[config.mk]
export PLATFORM = sky130hd
export DESIGN_NAME = util_stream_ready_gen
export DESIGN_NICKNAME = d
export VERILOG_FILES = /design/src/rtl/util_stream_ready_gen.sv
export SDC_FILE = /design/constraint.sdc
export NUM_CORES = 1
export LEC_CHECK = 0
export BUFFER_PORTS_ARGS = -buffer_cell sky130_fd_sc_hd__buf_2
export CAP_MARGIN = 20
export CORE_ASPECT_RATIO = 0.9
export CORE_MARGIN = 2
export CORE_UTILIZATION = 49
export CTS_CLUSTER_SIZE = 16
export DETAILED_ROUTE_END_ITERATION = 10
export PLACE_DENSITY = 0.75
export SLEW_MARGIN = 25
export SYNTH_ARGS = -nofsm -noshare
export SYNTH_HDL_FRONTEND = slang
export SYNTH_SLANG_ARGS = --single-unit
[constraint.sdc]
create_clock -name clk -period 2.2 [get_ports clk]
set_input_delay 0.33 -clock clk [delete_from_list [all_inputs] [get_ports clk]]
set_output_delay 0.33 -clock clk [all_outputs]
set_load 0.01 [all_outputs]
[src/rtl/util_stream_ready_gen.sv]
// Back-pressure generator: tready drops for ready_gap cycles after each accepted beat.
module util_stream_ready_gen (
  input  logic        clk,
  input  logic        rstn,
  input  logic        enable,
  input  logic [31:0] ready_gap,
  input  logic        accept,
  output logic        tready
);

  logic [31:0] gap_cnt_reg;

  // Reload on every accepted beat, count down to zero, hold at zero while disabled.
  always_ff @(posedge clk) begin
    if (!rstn || !enable) begin
      gap_cnt_reg <= '0;
    end else if (accept) begin
      gap_cnt_reg <= ready_gap;
    end else if (gap_cnt_reg != 32'd0) begin
      gap_cnt_reg <= gap_cnt_reg - 32'd1;
    end
  end

  // Purely registered decision; never looks at tvalid.
  assign tready = rstn && enable && (gap_cnt_reg == 32'd0);

endmodule

=== Word-level counts from Yosys, hierarchy flattened ===
Index checks and enable logic that the tools add are counted.

* $add $sub $neg: 1
* Multipliers: 0
* Div/mod/pow operators: 0
* Order comparisons: 0
* Equality and inequality tests: 0
* Shifts and indexed selects: 0
* Multiplexer cells: 2
* Bitwise gates (word level): 0
* Reductions and logical operators: 8

{| class="wikitable"
|+ Operators with widths
! cell !! count
|-
| 32-bit 2-to-1 mux || 2
|-
| 32-bit logical NOT || 1
|-
| 32-bit nonzero test || 1
|-
| 32-bit by 1-bit subtractor with 32-bit output (second input constant) || 1
|-
| 1-bit logical AND || 2
|-
| 1-bit logical NOT || 2
|-
| 2-bit nonzero test || 1
|-
| 1-bit logical OR || 1
|}

* Register bits after elaboration: 32
* Latch bits: 0
* RAM bits: 0
* ROM bits: 0
* Input bits: 36
* Output and inout port bits: 1
* Logic and storage cells: 12
* Memories: 0

=== Longest topological paths before layout ===
* Depth after elaboration: 3
* Depth in mapped cells: 9
* Depth with buffers taken out: 7

=== Least setup slack after synthesis ===
OpenSTA, ideal clock, no wires.

* Path kind: reg-to-reg
* Start: register gap_cnt_reg[0]
* End: register gap_cnt_reg[30]
* Setup time: 0.115 ns
* Arrival time: 2.182 ns
* Data required time: 2.085 ns
* Setup slack: -0.096 ns
* Cell stages (with the launch flop): 9
* Path buffers: 1
* Period minus slack after synthesis: 2.296 ns
* Cells stage by stage: dfxtp_1 > inv_1 > ha_1 > or4b_4 > or2_1 > buf_6 > nor4_1 > mux2_2 > o21a_1

* Cells in the longest elaborated chain, start to end: 3
* Elaborated cells between the ends (all ways): 5
* Classes of those cells: add/sub (1); mux (2); reduce/logical (2)

{| class="wikitable"
|+ Ends and longest elaborated chain
! item !! RTL line !! RTL
|-
| start, declared || 11 || <nowiki>logic [31:0] gap_cnt_reg;</nowiki>
|-
| start signal, assigned || 18 || <nowiki>gap_cnt_reg <= ready_gap;</nowiki>
|-
| start signal, assigned || 20 || <nowiki>gap_cnt_reg <= gap_cnt_reg - 32'd1;</nowiki>
|-
| 32-bit by 1-bit subtractor with 32-bit output || 20 ||
|-
| 32-bit 2-to-1 mux || 19 || <nowiki>end else if (gap_cnt_reg != 32'd0) begin</nowiki>
|-
| 32-bit 2-to-1 mux || 17 || <nowiki>end else if (accept) begin</nowiki>
|}

Parallel ways exist; a longest one is shown, timed or not. The select of a mux whose other input is x is not followed.
A chain may end at the register's enable or synchronous reset.

=== Worst setup path in the final report ===
* Start: register gap_cnt_reg[1]
* End: output port tready

* Cells in the longest elaborated chain, start to end: 2

{| class="wikitable"
|+ Ends and longest elaborated chain
! item !! RTL line !! RTL
|-
| 32-bit logical NOT || 25 || <nowiki>assign tready = rstn && enable && (gap_cnt_reg == 32'd0);</nowiki>
|-
| 1-bit logical AND || 25 ||
|-
| end, declared || 8 || <nowiki>output logic tready</nowiki>
|}

Every way passes these cells.

==> qor.txt <==
Crit path launch: gap_cnt_reg[1]$_SDFFE_PN0P_
Fraction of layout cells with a size suffix above 1: 0.3768
Die Wd: 69.17 um
Power per standard cell area: 706.7 nW/um^2
Failing checks: negative setup slack
Clock root buffer: clkbuf_8
Post-route cell area: 2446 sq um
Gr ovfl total: 0
Slew HR: 0.6960
Family with the most delay on the worst path: simple AND/OR/NAND/NOR gates
Clk Latency, worst-skew pair: 0.29 ns
PortBufs: 36
WS Path Type: flop to output pin
Worst Path Max Fanout: 2
Ys Warns: 0
CP Data Required Time: 1.87 ns
Detail Route Antenna Nets: 0
Die area: 4334 sq um
Multi-input gate area: 1227 sq um
Sequential Area: 643.1 sq um
Hold-fix buffers at CTS: 0
Status: finished with violations
Clock Pin Slew Worst Setup and Hold Paths: 0.07 ns
Syn Area/Cell: 8.325 sq um
Worst setup EP type: output pin
# diodes: 0
Post-synth EDFFs: 0
Initial antenna violation count: 0
R2r setup slk: -0.06 ns
CTS HTree Levels: 2
First-pass GRT wire length: 7548 um
MaxCap Viol Count: 0
All-layer global routing usage: 0.2175
Synth cell types: 42
Die height: 62.66 um
Wl on met1: 2057 um
WP depth: 8
Leading area contributor after synthesis: dfxtp_1
R2R Path Start: gap_cnt_reg[1]$_SDFFE_PN0P_
Worst Setup Start Kind: flop
Max Used Layer: met4
Final WS setup: -0.08104 ns
Post-Route WL: 4368 um
RR Endpoint: gap_cnt_reg[19]$_SDFFE_PN0P_
Peak supply drop: 336.4 uV
Placement Cell Area: 2238 sq um
Post-route DRC: 0
Share of the synthesized area in the top cell type: 0.3420
Clock Skew: 0.007823 ns
Routed wl met2: 2078 um
Post-synthesis register bit count: 32
Setup-failing EPs final: 17
Critical Path Sink: tready
Layout fillers: 312
Setup TNS: -0.6117 ns
Most used flip-flop cell after synthesis: dfxtp_1
Post-Syn Nets: 262
Tmin final: 2.281 ns
Synth area leaders: dfxtp_1 34%, xnor2_1 7.9%, nand2_1 7.6%
Net count reported at finish: 320
Buf+Inv Stages, Crit Path: 2
Final GP Congestion: 0.8422
Max Buffers Root-to-Sink: 2
Worst Tran Pin Value: 0.4444 ns
Biggest cell delay along the critical path: 0.46 ns
Io pins: 37
Total CTS buffers: 5
Initial cell density of the core: 0.5056
Worst path slowest cell: or4b_4
Mapped Area: 1873 sq um
Fin. max-slew vios: 0
Vias/cell: 5.442
Sinks on Clock Net: 32
Fraction of registers with async set/reset: 0
Setup WS pre-CTS: -0.1018 ns
Post-synthesis sequential area ratio: 0.3420
DP HPWL: 3035 um
Core area: 3705 sq um
Gate count of the mapped netlist: 225
Routed length per instance: 13.24 um
Drt pass-1 iters: 4
DR vias: 1796
Vias in the first global route: 1732
Row count: 21
Max reg flops: 32
Hold Path Class: input pin to flop
Largest net degree at the start of global routing: 29
Crit path cell chain: inv_2 -> ha_4 -> or4b_4 -> or2_4 -> nor2_1 -> nand4_1 -> nor2_2 -> buf_2
Tot Pwr: 0.001729 W
Fmax: 0.4384 GHz
Final Cycle Share: 1.037
CTS tree: built
Crit path arrival time: 1.95 ns
Reg2reg path depth: 9
Final hold viol count: 0
Initial DRC count: 85
Leak: 0.9941 nW
Area Growth Syn to Fin: 30.59%
RSZ-0062 raised after global routing: true
Routed met3 length: 171 um
==> repair_timing <==
item | in CTS | in global routing
gates resized for setup | 5 | 11
hold endpoints to repair | 0 | 0
setup endpoints to repair | 22 | 27
buffers inserted | 4 | 0
pin swaps | 4 | 5
==> tightest hold or removal path, stage by stage <==
cell	delay, ns
buf_2	0.07
nand2_1	0.03
o21ai_0	0.05
==> layout by cell type (no fill, tap or decap), types with 7 or more instances in the layout <==
cell type,count
nor4_1,7
a21oi_1,8
buf_4,24
nand2_1,38
nor3_1,11
o21ai_0,8
o21ai_2,9
nor2_1,14
buf_2,36
dfxtp_1,30
xnor2_1,17
==> where the power goes <==
part / switching, W / internal [W] / total (W)
Sequential: 0.0000360 / 0.000615 / 0.000651
Clock: 0.000229 / 0.000250 / 0.000479
Combinational: 0.000320 / 0.000279 / 0.000599
Total: 0.000585 / 0.00114 / 0.00173
==> metrics by stage <==
stage                     instances    util  hold slack, ns
after CTS                       330  0.6454          0.2265
final                           330  0.6603          0.2322
after global routing            330  0.6603          0.2397
after floorplan                 225       -          0.4362
after global placement          318  0.6042          0.5241
after detailed placement        318  0.6042          0.5321
==> worst min-delay path by stage <==
stage,end,slack [ns],start,cells after the start
after floorplan,gap_cnt_reg[28]$_SDFFE_PN0P_,0.44,ready_gap[28],2
after CTS,gap_cnt_reg[21]$_SDFFE_PN0P_,0.23,ready_gap[21],3
after global routing,gap_cnt_reg[28]$_SDFFE_PN0P_,0.24,ready_gap[28],3
after detailed placement,gap_cnt_reg[18]$_SDFFE_PN0P_,0.53,ready_gap[18],3
after global placement,gap_cnt_reg[18]$_SDFFE_PN0P_,0.52,ready_gap[18],3
final,gap_cnt_reg[21]$_SDFFE_PN0P_,0.23,ready_gap[21],3
==> layout make-up <==
| type | count | share of cell area |
|---|---|---|
| flip-flops and latches | 32 | 0.2629 |
| inverters | 6 | 0.009207 |
| clock inverters | 2 | 0.004092 |
| clock buffers | 6 | 0.03376 |
| well taps | 46 | 0.02353 |
| multi-input cells | 175 | 0.5018 |
| repair buffers | 63 | 0.1647 |
==> Yosys cell counts (all sizes together) (2+ instances only) <==
library cell	n
and3	3
nor3	17
o21a	2
or4	2
nor2	16
inv	6
buf	4
xnor2	17
nor4	12
nand3	2
a21oi	8
nand3b	2
clkbuf	8
xor2	4
o31ai	3
o21ai	19
or3	6
dfxtp	32
nand4	3
a211o	4
mux2i	3
a2111oi	3
nand2	38
or2	3
==> logic make-up (layout without fill, tap and decap cells) <==
logic type	count (synthesis)	count (layout)	synth area share
XOR/XNOR	21	21	0.09819
multiplexers	4	4	0.02204
adder cells (fa/ha/maj)	1	1	0.006679
AND/OR/NAND/NOR	107	107	0.3200
buffers and inverters	18	77	0.04876
flip-flops	32	32	0.3420
AO/OA/AOI/OAI	42	42	0.1623
==> routing by layer <==
layer	track usage	vias to the layer above
met5	0	-
met4	0.09804	0
met3	0.05323	7
met2	0.3570	36
met1	0.2698	834
li1	-	919
Power figures use the tool's default switching activity.
